File: src/rtl/cpu_mem_bridge.sv
// Memory bridge between the MIPS core and the synchronous inst/data SRAMs.
// Each channel runs its own request/ack FSM; stall holds the core until every pending access acks.

module cpu_mem_bridge_chan #(
  parameter int DATA_W = 32,
  parameter int ADDR_W = 32,
  parameter int RD_LAT = 1
) (
  input  logic                clk,
  input  logic                resetn,
  input  logic                req,
  input  logic [DATA_W/8-1:0] wstrb,
  input  logic [ADDR_W-1:0]   addr,
  input  logic [DATA_W-1:0]   wdata,
  output logic                ack,
  output logic [DATA_W-1:0]   rdata,
  output logic                sram_en,
  output logic [DATA_W/8-1:0] sram_wen,
  output logic [ADDR_W-1:0]   sram_addr,
  output logic [DATA_W-1:0]   sram_wdata,
  input  logic [DATA_W-1:0]   sram_rdata
);
  localparam int CW = $clog2(RD_LAT + 1);

  typedef enum logic [1:0] {IDLE, WAIT, DONE} state_t;

  state_t            state_q, state_d;
  logic [CW-1:0]     cnt_q, cnt_d, cnt_inc;
  logic              ack_q, ack_d;
  logic [DATA_W-1:0] rdata_q, rdata_d;
  logic              issue;

  // Gated by resetn so nothing reaches the SRAM while the bridge is held in reset.
  assign issue      = (state_q == IDLE) && req && resetn;
  assign sram_en    = issue;
  assign sram_wen   = issue ? wstrb : '0;
  assign sram_addr  = addr;
  assign sram_wdata = wdata;
  assign ack        = ack_q;
  assign rdata      = rdata_q;
  assign cnt_inc    = cnt_q + CW'(1);

  always_comb begin
    state_d = state_q;
    cnt_d   = cnt_q;
    ack_d   = 1'b0;
    rdata_d = rdata_q;
    case (state_q)
      IDLE: begin
        if (req) begin
          cnt_d = '0;
          if (wstrb == '0) begin
            state_d = WAIT;
          end else begin
            state_d = DONE;
            ack_d   = 1'b1;
          end
        end
      end
      WAIT: begin
        cnt_d = cnt_inc;
        // The count reaches RD_LAT in the last wait cycle; SRAM data is valid then.
        if (cnt_inc == CW'(RD_LAT)) begin
          state_d = DONE;
          ack_d   = 1'b1;
          rdata_d = sram_rdata;
        end
      end
      DONE:    state_d = IDLE;
      default: state_d = IDLE;
    endcase
  end

  always_ff @(posedge clk or negedge resetn) begin
    if (!resetn) begin
      state_q <= IDLE;
      cnt_q   <= '0;
      ack_q   <= 1'b0;
      rdata_q <= '0;
    end else begin
      state_q <= state_d;
      cnt_q   <= cnt_d;
      ack_q   <= ack_d;
      rdata_q <= rdata_d;
    end
  end
endmodule

module cpu_mem_bridge #(
  parameter int DATA_W = 32,
  parameter int ADDR_W = 32,
  parameter int RD_LAT = 1
) (
  input  logic                clk,
  input  logic                resetn,
  input  logic                inst_req,
  input  logic [DATA_W/8-1:0] inst_wstrb,
  input  logic [ADDR_W-1:0]   inst_addr,
  input  logic [DATA_W-1:0]   inst_wdata,
  output logic                inst_ack,
  output logic [DATA_W-1:0]   inst_rdata,
  output logic                inst_sram_en,
  output logic [DATA_W/8-1:0] inst_sram_wen,
  output logic [ADDR_W-1:0]   inst_sram_addr,
  output logic [DATA_W-1:0]   inst_sram_wdata,
  input  logic [DATA_W-1:0]   inst_sram_rdata,
  input  logic                data_req,
  input  logic [DATA_W/8-1:0] data_wstrb,
  input  logic [ADDR_W-1:0]   data_addr,
  input  logic [DATA_W-1:0]   data_wdata,
  output logic                data_ack,
  output logic [DATA_W-1:0]   data_rdata,
  output logic                data_sram_en,
  output logic [DATA_W/8-1:0] data_sram_wen,
  output logic [ADDR_W-1:0]   data_sram_addr,
  output logic [DATA_W-1:0]   data_sram_wdata,
  input  logic [DATA_W-1:0]   data_sram_rdata,
  output logic                stall
);
  cpu_mem_bridge_chan #(.DATA_W(DATA_W), .ADDR_W(ADDR_W), .RD_LAT(RD_LAT)) u_inst (
    .clk(clk), .resetn(resetn), .req(inst_req), .wstrb(inst_wstrb), .addr(inst_addr),
    .wdata(inst_wdata), .ack(inst_ack), .rdata(inst_rdata), .sram_en(inst_sram_en),
    .sram_wen(inst_sram_wen), .sram_addr(inst_sram_addr), .sram_wdata(inst_sram_wdata),
    .sram_rdata(inst_sram_rdata)
  );

  cpu_mem_bridge_chan #(.DATA_W(DATA_W), .ADDR_W(ADDR_W), .RD_LAT(RD_LAT)) u_data (
    .clk(clk), .resetn(resetn), .req(data_req), .wstrb(data_wstrb), .addr(data_addr),
    .wdata(data_wdata), .ack(data_ack), .rdata(data_rdata), .sram_en(data_sram_en),
    .sram_wen(data_sram_wen), .sram_addr(data_sram_addr), .sram_wdata(data_sram_wdata),
    .sram_rdata(data_sram_rdata)
  );

  // The ack cycle itself is not stalled: the core consumes the result there.
  assign stall = (inst_req & ~inst_ack) | (data_req & ~data_ack);
endmodule
File: config.mk
export PLATFORM = sky130hd
export DESIGN_NAME = cpu_mem_bridge
export DESIGN_NICKNAME = d
export VERILOG_FILES = /design/src/rtl/cpu_mem_bridge.sv
export SDC_FILE = /design/constraint.sdc
export NUM_CORES = 1
export LEC_CHECK = 0
export CORE_AREA = 5 5 156 158
export DETAILED_ROUTE_END_ITERATION = 10
export DIE_AREA = 0 0 161 163
export MAX_ROUTING_LAYER = met4
export PLACE_DENSITY_LB_ADDON = 0.3
export SYNTH_ARGS = -nofsm -noshare
export SYNTH_HDL_FRONTEND = slang
export SYNTH_SLANG_ARGS = --single-unit
File: constraint.sdc
create_clock -name clk -period 1.85 [get_ports clk]
set_input_delay 0.37 -clock clk [delete_from_list [all_inputs] [get_ports clk]]
set_output_delay 0.37 -clock clk [all_outputs]
set_load 0.01 [all_outputs]
==> Yosys cells after proc, flatten, opt, wreduce, memory -nomap -nowiden <==
Cells that the tools add are included.
{ "word_totals": {"regBits": 72} }
{ "op_classes": {"n_addsub": 2, "n_eq_ne": 6, "muxes": 22, "n_bitwise": 5, "n_reduce_logical": 16} }
{ "ops": {"columns": ["cell", "n"], "rows": [
  ["2-bit 2-to-1 mux", 6],
  ["2-bit AND reduction", 6],
  ["4-bit zero test", 2],
  ["1-bit 2-to-1 mux", 8],
  ["4-bit 2-to-1 mux", 2],
  ["1-bit one-hot mux with 2 select lines", 4],
  ["2-bit one-hot mux with 2 select lines", 2],
  ["2-bit by 1-bit == test with 1-bit output, second input constant", 2],
  ["1-bit logical AND", 4],
  ["2-bit zero test", 2],
  ["2-bit by 1-bit != test with 1-bit output, second input constant", 2],
  ["2-bit != test, second input constant", 2],
  ["2-bit nonzero test", 2],
  ["1-bit adder, second input constant", 2],
  ["1-bit bitwise AND", 2],
  ["1-bit NOT", 2],
  ["1-bit bitwise OR", 1]
]} }

==> Logic depth before layout (Yosys ltp) <==
{ "logic_depth": {"ltp_word": 4, "depth_mapped": 3, "mapped_depth_nobuf": 2} }

==> Hierarchy <==
From an unflattened synthesis, not the netlist that was laid out.
{ "unflattened": {"hier_cells": 303, "hier_area_um2": 3811.2} }
{ "modules_own_cells": {"columns": ["mod", "instances", "cells_per_inst", "area_per_inst_um2", "seq_area_each_um2"], "rows": [
  ["cpu_mem_bridge_chan", 2, 150, 1895.6, 900.9],
  ["cpu_mem_bridge", 1, 3, 20.0, 0.0]
]} }

==> Least setup slack after synthesis <==
Ideal clock, no wire load.
{ "synth_path": {"path_type": "flip-flop to flip-flop", "start": "reg u_inst.state_q[1]", "end": "reg u_inst.rdata_q[10], in the netlist u_inst.rdata[10]", "setup_ns": 0.125, "arrival_ns": 1.318, "path_slack_ns": 0.407, "stages_incl_launch_ff": 4, "path_buffers": 1, "cell_sequence": "dfrtp_1 -> nor3b_4 -> buf_6 -> mux2_2"} }
{ "synth_via": {"elab_chain_cells": 2} }
{ "synth_lines": {"columns": ["item", "line_no", "source"], "rows": [
  ["start, declared", "27", "state_t state_q, state_d;"],
  ["start signal, assigned", "81", "state_q <= state_d;"],
  ["2-bit by 1-bit == test with 1-bit output", "48", "case (state_q)"],
  ["2-bit AND reduction (no source line)", null, null],
  ["end signal, assigned", "84", "rdata_q <= rdata_d;"],
  ["end, declared", "30", "logic [DATA_W-1:0] rdata_q, rdata_d;"]
]} }
Every way passes these cells.
A chain may end at the register's enable or synchronous reset.

==> Worst setup path in the final report <==
{ "layout_path": {"start": "reg u_inst.state_q[0]", "end": "out inst_sram_en"} }
{ "layout_via": {"elab_chain_cells": 3} }
{ "layout_lines": {"columns": ["item", "line_no", "source"], "rows": [
  ["2-bit zero test", "34", "assign issue = (state_q == IDLE) && req && resetn;"],
  ["1-bit logical AND (2 in a row)", "34", null],
  ["end, declared", "102", "output logic inst_sram_en,"]
]} }
Every way passes these cells.

==> flow_metrics.py <==
metrics = {
    "run_status": {
        "status": "finished, final reports clean",
    },
    "yosys": {
        "synth_cell_types": 17,
        "synth-main-ff-cell": "dfrtp_1",
        "syn_inst": 301,
        "yosysSeqAreaShare": 0.474,
        "yosysTopAreaCell": "dfrtp_1",
        "syn-mean-instance-area_sq_um": 12.6,
        "synth-edff-count": 0,
        "async_flop_share": 1.00,
        "ys_warn_count": 0,
        "synth-seq-cells": 72,
        "yosys-top-cells-count": "buf_4 (128), dfrtp_1 (72), mux2_2 (60)",
        "netlist_area_sq_mm": 0.00380,
        "synth_most_common_cell": "buf_4",
        "synth_top_area_frac": 0.474,
        "synthTopCellsByArea": "dfrtp_1 (47%), buf_4 (25%), mux2_2 (18%)",
        "syn_nets": 505,
    },
    "cts": {
        "cts_sinks": 72,
        "hold_buffers": 0,
        "clock_latency_ns": 0.34,
        "clk_path_buf_depth": 2,
        "cts.reportedPaths.clkPinSlew_ns": 0.06,
        "clockRootBuffer": "clkbuf_16",
        "htreeDepth": 3,
        "cts_buffers": 9,
        "cts_tree": "yes",
    },
    "global_route": {
        "grt-ovfl-total": 0,
        "antenna_found_initial": 0,
        "grtUsageTotal": 0.0743,
        "grt_pass1_wl_um": 14500,
        "grt_pass1_vias": 2624,
        "grt_max_degree": 44,
    },
    "routing": {
        "vias": 2265,
        "vias_per_cell": 3.54,
        "drc": 0,
        "drtIter0Drc": 39,
        "first_pass_iters": 4,
        "wl_per_cell_um": 14.8,
        "wl_um": 9440,
        "ant_nets": 0,
    },
    "cells_and_area": {
        "layout-drive-gt1-share": 0.314,
        "nets": 549,
        "register_area_sq_mm": 0.00180,
        "syn_to_final_growth_pct": 33.0,
        "fillCellCount": 2463,
        "fin_cells": 640,
        "multi_input_area_sq_um": 962,
        "insertedDiodeCount": 0,
        "stdcell_area_sq_mm": 0.00505,
    },
    "worst_setup_path": {
        "arrival_ns": 1.39,
        "rr_worst_depth": 4,
        "cp_data_required_time_ns": 1.48,
        "r2r_slack_ns": 0.36,
        "critical_path.startpoint_type": "flip-flop",
        "crit_type": "reg2out",
        "cp_max_fo": 2,
        "critPathCaptureType": "primary output",
    },
    "power_and_ir_drop": {
        "power.density_mw_per_mm2": 1090,
        "irDropWorstVdd_v": 0.000341,
        "intPower_mw": 4.01,
        "power_frac_comb": 0.300,
        "power.leakage_nw": 2.03,
        "p_sw_mw": 1.49,
        "p_clk_frac": 0.308,
        "swShare": 0.271,
        "power_frac_seq": 0.393,
    },
    "place": {
        "dp_cells": 621,
        "pre_cts_ws_ns": -0.373,
        "place_area_sq_mm": 0.00477,
        "numPortBuffers": 152,
        "dp_hpwl_um": 7270,
        "globalplace.congestion": 0.668,
    },
    "sta": {
        "max_freq_mhz": 567,
        "hold_viol": 0,
        "finalWorstPathRequiredPeriod_ns": 1.76,
        "slew_viol_final": 0,
        "tightest_slew_ns": 0.580,
        "whs_ns": 0.0863,
        "setup_slack_ns": 0.0877,
        "finClkSkew_ns": 0.00531,
        "slew_headroom": 0.613,
        "rsz0062_at_grt": "no",
        "finalSetupViolations": 0,
        "period_share": 0.953,
    },
    "worst_hold_path": {
        "hp-class": "in2async",
    },
    "floorplan": {
        "dieHeight_um": 163,
        "initial_core_util": 0.165,
        "dieArea_sq_mm": 0.0262,
        "dieWidth_um": 161,
        "core_sq_mm": 0.0230,
        "io_pins": 409,
        "row_count": 56,
    },
    "run": {
        "max_cap_viol_count": 0,
    },
}
[placed cells by master (no fill, tap or decap), types with 3 or more instances in the layout]
cell,instances
buf_2,7
dlygate4sd2_1,3
mux2_1,4
mux2_2,60
clkdlybuf4s50_1,138
dfrtp_1,72
a31o_2,4
buf_4,13
and2_1,7
clkbuf_16,9
[critical path, stage by stage, from the launching register on]
cell,delay (ns)
dfrtp_1,0.39
and4bb_2,0.31
buf_4,0.11
dlygate4sd2_1,0.26
[path summary, 6_finish.rpt]
| path | from | endpoint |
|---|---|---|
| worst max-delay path | u_inst.state_q[0]$_DFFE_PN0P_ | inst_sram_en |
| worst max register to register | u_data.state_q[1]$_DFFE_PN0P_ | u_data.rdata[5]$_DFFE_PN0P_ |
| worst min register to register | u_inst.rdata[30]$_DFFE_PN0P_ | u_inst.rdata[30]$_DFFE_PN0P_ |
| min in group clk | data_req | u_data.ack$_DFF_PN0_ |
| max in group asynchronous | resetn | u_inst.rdata[13]$_DFFE_PN0P_ |
| worst min-delay path | resetn | u_data.ack$_DFF_PN0_ |
[registers in the layout (all words and copies together) (netlist names)]
register        cells
u_data.ack          1
u_data.cnt_q        1
u_data.rdata       32
u_data.state_q      2
u_inst.ack          1
u_inst.cnt_q        1
u_inst.rdata       32
u_inst.state_q      2
[cell families after synthesis]
| family | synth area share |
|---|---|
| AOI/OAI and AO/OA | 0.0234 |
| buffers and inverters | 0.273 |
| and+or+nand+nor | 0.0395 |
| DFF | 0.474 |
| muxes | 0.190 |
[per-layer routing]
layer,share of wire,global-route usage,vias up
met4,0.059,0.0624,0
li1,-,-,976
met5,0,-,-
met1,0.34,0.0694,1071
met3,0.11,0.0321,80
met2,0.49,0.118,138
[layout make-up]
type,instances,share of cell area
Tap cell,290,0.0719
Timing Repair Buffer,167,0.322
Inverter,2,0.00149
Sequential cell,72,0.357
Clock buffer,10,0.0473
Clock inverter,6,0.00991
Multi-Input combinational cell,93,0.191
[through the flow]
stage,util,power [mW],TNS [ns]
after floorplan,-,3.03,0
after global placement,0.207,3.86,-3.02
after detailed placement,0.207,3.89,-3.40
after CTS,0.219,5.66,0
after global routing,0.220,5.84,0
final,0.220,5.50,0
[power groups by stage]
stage	clock network, mW	registers (mW)	logic [mW]
3_3_place_gp	0	2.18	1.68
6_report	1.69	2.16	1.65
5_1_grt	1.86	2.22	1.76
4_1_cts	1.79	2.17	1.69
3_5_place_dp	0	2.20	1.69
2_1_floorplan	0	2.37	0.658
[what timing repair did]
action	4_1_cts	5_1_grt
setup endpoints to repair	11	5
resized for setup	37	5
buffers inserted	3	0
pin swaps	0	1
endpoints found under the hold margin	0	0
No activity file was read; power rests on OpenSTA's default activity.
